==> src/rtl/icache_line_adapter.sv <==
// icache_line_adapter: assembles one cache line from four memory beats.
// A fill request in IDLE latches the line-aligned address. FILL holds
// burst_read high and writes each accepted beat into its line slot. DONE
// pulses mem_resp for one cycle with the complete line.

// One beat slot of the line buffer. It loads only when its beat index is accepted.
module icache_line_beat #(
  parameter int W = 64
) (
  input  logic         clk,
  input  logic         rst,
  input  logic         we,
  input  logic [W-1:0] d,
  output logic [W-1:0] q
);

  // Beat storage. It keeps its value until the same slot is written by a later fill.
  always_ff @(posedge clk or negedge rst) begin
    if (!rst)    q <= '0;
    else if (we) q <= d;
  end

endmodule

module icache_line_adapter #(
  parameter int s_line  = 256,
  parameter int s_burst = 64
) (
  input  logic               clk,
  input  logic               rst,
  input  logic               pmem_read,
  input  logic [31:0]        pmem_address,
  output logic [s_line-1:0]  pmem_rdata,
  output logic               mem_resp,
  output logic               burst_read,
  output logic [31:0]        burst_address,
  input  logic [s_burst-1:0] burst_rdata,
  input  logic               burst_resp
);

  localparam int          NUM_BEATS = 4;
  // Clears the byte offset within a line. This is [4:0] for 32-byte lines.
  localparam logic [31:0] LINE_MASK = ~(32'(s_line / 8) - 32'd1);

  typedef enum logic [1:0] {IDLE, FILL, DONE} state_t;

  state_t                              state, state_nx;
  logic [1:0]                          k;
  logic                                beat_we;
  logic                                start;
  logic [NUM_BEATS-1:0][s_burst-1:0]   beats;

  assign start = (state == IDLE) && pmem_read;

  // State register.
  always_ff @(posedge clk or negedge rst) begin
    if (!rst) state <= IDLE;
    else      state <= state_nx;
  end

  // Next state and outputs. Beats are accepted only in FILL, so stray
  // burst_resp in IDLE or DONE has no effect.
  always_comb begin
    state_nx   = state;
    burst_read = 1'b0;
    mem_resp   = 1'b0;
    beat_we    = 1'b0;
    case (state)
      IDLE: if (pmem_read) state_nx = FILL;
      FILL: begin
        burst_read = 1'b1;
        if (burst_resp) begin
          beat_we = 1'b1;
          if (k == 2'd3) state_nx = DONE;
        end
      end
      DONE: begin
        mem_resp = 1'b1;
        state_nx = IDLE;
      end
      default: state_nx = IDLE;
    endcase
  end

  // Beat counter. It clears on fill start, and beat 3 wraps it back to 0.
  always_ff @(posedge clk or negedge rst) begin
    if (!rst)         k <= '0;
    else if (start)   k <= '0;
    else if (beat_we) k <= k + 2'd1;
  end

  // Line address. It is latched only on the IDLE->FILL transition, so later
  // changes to pmem_address are ignored.
  always_ff @(posedge clk or negedge rst) begin
    if (!rst)       burst_address <= '0;
    else if (start) burst_address <= pmem_address & LINE_MASK;
  end

  for (genvar b = 0; b < NUM_BEATS; b++) begin : g_beat
    localparam logic [1:0] IDX = b;
    icache_line_beat #(.W(s_burst)) u_beat (
      .clk (clk),
      .rst (rst),
      .we  (beat_we && (k == IDX)),
      .d   (burst_rdata),
      .q   (beats[b])
    );
  end

  assign pmem_rdata = beats;

endmodule

==> config.mk <==
export PLATFORM = sky130hd
export DESIGN_NAME = icache_line_adapter
export DESIGN_NICKNAME = d
export VERILOG_FILES = /design/src/rtl/icache_line_adapter.sv
export SDC_FILE = /design/constraint.sdc
export NUM_CORES = 1
export LEC_CHECK = 0
export ABC_AREA = 1
export BUFFER_PORTS_ARGS = -buffer_cell sky130_fd_sc_hd__buf_4
export CORE_MARGIN = 2
export CORE_UTILIZATION = 30
export CTS_CLUSTER_SIZE = 10
export DETAILED_ROUTE_END_ITERATION = 8
export MAX_ROUTING_LAYER = met4
export PLACE_DENSITY = 0.64
export SLEW_MARGIN = 40
export SYNTH_ARGS = -nofsm -noshare
export SYNTH_HDL_FRONTEND = slang
export SYNTH_HIERARCHICAL = 1
export SYNTH_SLANG_ARGS = --single-unit
export TNS_END_PERCENT = 10
==> constraint.sdc <==
create_clock -name clk -period 2.5 [get_ports clk]
set_input_delay 0.125 -clock clk [delete_from_list [all_inputs] [get_ports clk]]
set_output_delay 0.125 -clock clk [all_outputs]
set_load 0.05 [all_outputs]
==> run metrics, run 1 <==
status finished clean; Global Route Usage Sum 0.193; CTS Buf Count 35; I/O pin total 390; max frequency 0.510 GHz; register area 7180 um2; CTS root buffer clkbuf_16; Req. time, crit path 2.95 ns; Least-Margin Pin Slew 0.703 ns; Clock Skew 0.00669 ns; drt first pass iters 5; setup TNS 0 ns; HP Class input port to register; Yosys cell types 16; overflow left after global routing 0; Synth Warn # 6; CP startpoint kind register; wire per inst 16.8 um; DRC Markers 0; worst skew pair latency 0.51 ns; first-pass GRT wire length 56,500 um; CTS sink cnt 287; Max Cap Viol 0; CTS tree built; row cnt 70; NumNets Final 1,828; die height 197 um; Slew headroom 0.532; vias 9,895; gpl congestion 0.811; synthesized area 11,200 um2; final worst path period share 0.785; H-tree depth 2; clk buf depth 3; clock slew at reported path FFs 0.06 ns; Finish-stage setup viols 0; Resize count post-CTS 0; critical-path cell list nor2_4 -> buf_4 -> nand3_1 -> dlygate4sd3_1 -> nand2_1; max incr delay on CP 0.59 ns; synthesized flop and latch total 287; Die Area 38,800 um2; RSZ-0062 raised after global routing false; Worst path slowest cell dlygate4sd3_1; Die Span X 197 um; CP Capture Type register; Final Hold Viols 0; drt total wl 37,000 um; Routed Antenna Nets 0; cells after synthesis 1,236; Layout area overhead 47.4%; vias in the first global route 10.1k; Setup CP Type register to register; crit path time final 1.96 ns; DR iter-0 viols 476; fillers 3,436; port buffer count 379; Multi-input gate area 3410 um2; Worst Path Max Fanout 15; post-DR vias/cell 4.50; sequential area share after synthesis 0.642; Placeable Area 36,700 um2; Synth Area per Inst 9.04 um2; ant diodes 0; largest net degree at the start of global routing 87; Initial Util 0.305; worst endpoint data arrival time 2.41 ns; Pins Over Slew Limit 0; initial antenna violation count 0; layout cells sized above 1 0.259; dpl hpwl 22,300 um
area by class of cell:
cell class / count / area share
Tap cell: 468 / 0.0355
Sequential cell: 287 / 0.436
Clock buffer: 43 / 0.0594
Clock inverter: 1 / 0.00182
Timing Repair Buffer: 512 / 0.258
Inverter: 11 / 0.00251
Multi-Input combinational cell: 877 / 0.207
sequential cells by signal, summed over array words and instances, names as in the netlist:
signal	cells
state	2
g_beat.u_beat/q	256
k	2
burst_address	27
layer usage:
layer / up-vias / wire length [um] / GRT usage
met4: 0 / 1270 / 0.0808
met3: 71 / 2310 / 0.0411
met2: 345 / 17800 / 0.314
met5: - / 0 / -
li1: 4681 / - / -
met1: 4798 / 15700 / 0.234
cell usage after synthesis:
master,number,area [um2]
inv_2,4,15.0
buf_6,4,45.0
nand2_1,827,3100
nand3_1,31,155
clkbuf_8,24,330
dfrtp_1,287,7180
conb_1,1,3.75
ha_1,4,50.1
nor2_1,5,18.8
nor2_4,1,11.3
nor3_1,2,10.0
nand4_1,1,6.26
buf_2,27,135
nand2_4,1,11.3
inv_1,7,26.3
buf_4,10,75.1
worst max-delay path, delay by kind of cell, from the launching register on:
family                 cells  cell delay, ns
flip-flops                 1            0.44
AND/OR/NAND/NOR            3            0.56
buffers and inverters      2            0.88
per-stage QoR:
step	setup slack (ns)	util	area [um2]	cells	hold slack (ns)
final	0.538	0.449	16500	2199	0.0571
after detailed placement	0.582	0.390	14300	2040	0.199
after global placement	0.605	0.390	14300	2040	0.196
after global routing	0.385	0.449	16500	2199	0.0534
after CTS	0.546	0.449	16500	2199	0.000550
after floorplan	0.993	-	11200	1240	-0.171
final timing paths:
check                                            start                endpoint  slack [ns]  cells past startpoint
worst max-delay path                          state[0]       burst_address[29]        0.54                      5
worst min-delay path                         pmem_read       burst_address[11]        0.06                      3
min in group asynchronous                          rst  g_beat[3].u_beat/q[45]        0.23                      2
worst min register to register  g_beat[0].u_beat/q[34]  g_beat[0].u_beat/q[34]        0.47                      2
worst max register to register                state[0]       burst_address[29]        0.54                      5
max in group asynchronous                          rst  g_beat[0].u_beat/q[10]        1.49                      3
repair_timing:
item,CTS,global route
hold endpoints to repair,366,0
hold buffers,115,0
buffers inserted,0,0
kinds of logic after synthesis:
family        synth area share
other cells           0.000335
simple gates             0.297
buf+inv                 0.0561
fa+ha+maj              0.00448
flops                    0.642
cell usage in the layout (no fill, tap or decap):
cell type / instances
clkbuf_1: 3
dfrtp_1: 287
nand2_4: 1
nand2_1: 827
inv_1: 7
nand3_1: 31
nor2_4: 4
nand4_1: 1
dlygate4sd3_1: 115
bufinv_16: 1
buf_12: 9
ha_1: 4
nor3_2: 1
nor3_1: 1
clkbuf_16: 37
inv_2: 4
clkbuf_8: 3
nor2_1: 2
buf_8: 1
conb_1: 5
buf_4: 387
Power of run 1 is left out: the tool's default activity adds up to more than one toggle a clock period on the data nets, which glitch-free logic cannot reach.
==> inputs of run 2 (changes only) <==
==> constraint.sdc (replaced) <==
create_clock -name clk -period 2 [get_ports clk]
set_input_delay 0.1 -clock clk [delete_from_list [all_inputs] [get_ports clk]]
set_output_delay 0.1 -clock clk [all_outputs]
set_load 0.05 [all_outputs]
==> run 2 against run 1 <==
Compared with the run above: clock-buffer cell count did not move; maximum frequency grew 4.6%; first-iteration DRC count is 6.3% lower; routed wire length fell by 2.8%; cell area decreased by 0.11%; highest routed layer unchanged; via count down 0.16%; clock skew increased by 0.0062 ns.
==> run metrics, run 2 (synthesis results as in run 1) <==
status finished clean (unchanged); row cnt 70 (unchanged); Finish-stage setup viols 0 (unchanged); post-DR vias/cell 4.50 (about the same); setup TNS 0 ns (unchanged); Final Hold Viols 0 (unchanged); clk buf depth 3 (unchanged); biggest registers after layout g_beat.u_beat/q: 256 flops, burst_address: 27 flops (unchanged); vias in the first global route 9,803 (was 10.1k); CP startpoint kind register (unchanged); CP Capture Type register (unchanged); vias 9,879 (was 9,895); Die Span X 197 um (unchanged); PnR worst setup slack 0.125 ns (was 0.538 ns); initial antenna violation count 0 (unchanged); dpl hpwl 22,600 um (was 22,300 um); CTS sink cnt 287 (unchanged); Clock Skew 0.0129 ns (was 0.00669 ns); H-tree depth 2 (unchanged); Routed Antenna Nets 0 (unchanged); max frequency 0.533 GHz (was 0.510 GHz); commonest non-fill, non-tap cells in the layout nand2_1 (827), buf_4 (388), dfrtp_1 (287) (was nand2_1 (827), buf_4 (387), dfrtp_1 (287)); die height 197 um (unchanged); Worst Path Max Fanout 19 (was 15); port buffer count 379 (unchanged); crit path time final 1.88 ns (was 1.96 ns); drt first pass iters 4 (was 5); Pins Over Slew Limit 0 (unchanged); final worst path period share 0.938 (was 0.785); largest net degree at the start of global routing 65 (was 87); ant diodes 0 (unchanged); worst skew pair latency 0.51 ns (about the same); Layout area overhead 47.3% (was 47.4%); HP Class input port to register (unchanged); Initial Util 0.305 (unchanged); Setup CP Type register to register (unchanged); CTS Buf Count 35 (unchanged); clock slew at reported path FFs 0.06 ns (about the same); RSZ-0062 raised after global routing false (unchanged); layout cells sized above 1 0.261 (was 0.259); overflow left after global routing 0 (unchanged); NumNets Final 1,826 (was 1,828); DRC Markers 0 (unchanged); drt total wl 36,000 um (was 37,000 um); commonest non-fill, non-tap cell in the layout nand2_1 (unchanged); DR iter-0 viols 446 (was 476); Biggest register g_beat.u_beat/q (unchanged); pre-CTS setup slack 0.147 ns (was 0.582 ns); Setup Fix Bufs, Post-CTS 0 (unchanged); I/O pin total 390 (unchanged); CTS root buffer clkbuf_16 (unchanged); first-pass GRT wire length 55,800 um (was 56,500 um); Req. time, crit path 2.45 ns (was 2.95 ns); max reg flops 256 (unchanged); wire per inst 16.4 um (was 16.8 um); worst endpoint data arrival time 2.32 ns (was 2.41 ns); fillers 3,434 (was 3,436); gpl congestion 0.825 (was 0.811); Global Route Usage Sum 0.189 (was 0.193); Placeable Area 36,700 um2 (unchanged); Die Area 38,800 um2 (unchanged); CTS tree built (unchanged); Max Cap Viol 0 (unchanged)
run 2: final timing paths:
check	depth (start not counted)	startpoint	slack (ns)	end
max	5	state[0]	0.12	burst_address[21]
min	3	pmem_read	0.03	burst_address[13]
max reg2reg	5	state[0]	0.12	burst_address[21]
min reg2reg	2	burst_address[13]	0.47	burst_address[13]
max in group asynchronous	3	rst	1.17	g_beat[1].u_beat/q[4]
min in group asynchronous	2	rst	0.12	g_beat[1].u_beat/q[32]
run 2: area by class of cell:
type | instances | area (um2) | share of cell area
clock inverters | 1 | 30.0 | 0.00182
flip-flops and latches | 287 | 7180 | 0.436
multi-input cells | 877 | 3410 | 0.207
inverters | 11 | 41.3 | 0.00251
repair buffers | 510 | 4230 | 0.257
clock buffers | 43 | 978 | 0.0594
well taps | 468 | 586 | 0.0356
run 2: timing repair:
| item | CTS | global route |
|---|---|---|
| setup endpoints to repair | 0 | 17 |
| endpoints found under the hold margin | 574 | 0 |
| hold buffers | 109 | 0 |
| gates resized for setup | 0 | 3 |
run 2: per-stage QoR:
step | area [um2] | cells | hold WS, ns | util
global route | 16500 | 2197 | 0.0208 | 0.449
CTS | 16500 | 2197 | 0.0000202 | 0.448
finish | 16500 | 2197 | 0.0313 | 0.449
detailed placement | 14400 | 2044 | 0.0731 | 0.391
floorplan | 11200 | 1240 | -0.196 | -
global placement | 14400 | 2044 | 0.0718 | 0.391
run 2: metal layers:
metal	track usage	wire, um
met1	0.230	14900
met2	0.310	17200
met3	0.0429	2520
met4	0.0677	1300
met5	-	0
run 2: worst max-delay path, stage by stage, from the launching register on:
cell and delay (ns):
dfrtp_1 0.44, nor2_4 0.30, buf_4 0.30, nand3_1 0.11, dlygate4sd3_1 0.59, nand2_1 0.07
Power of run 2 is left out for the same reason.
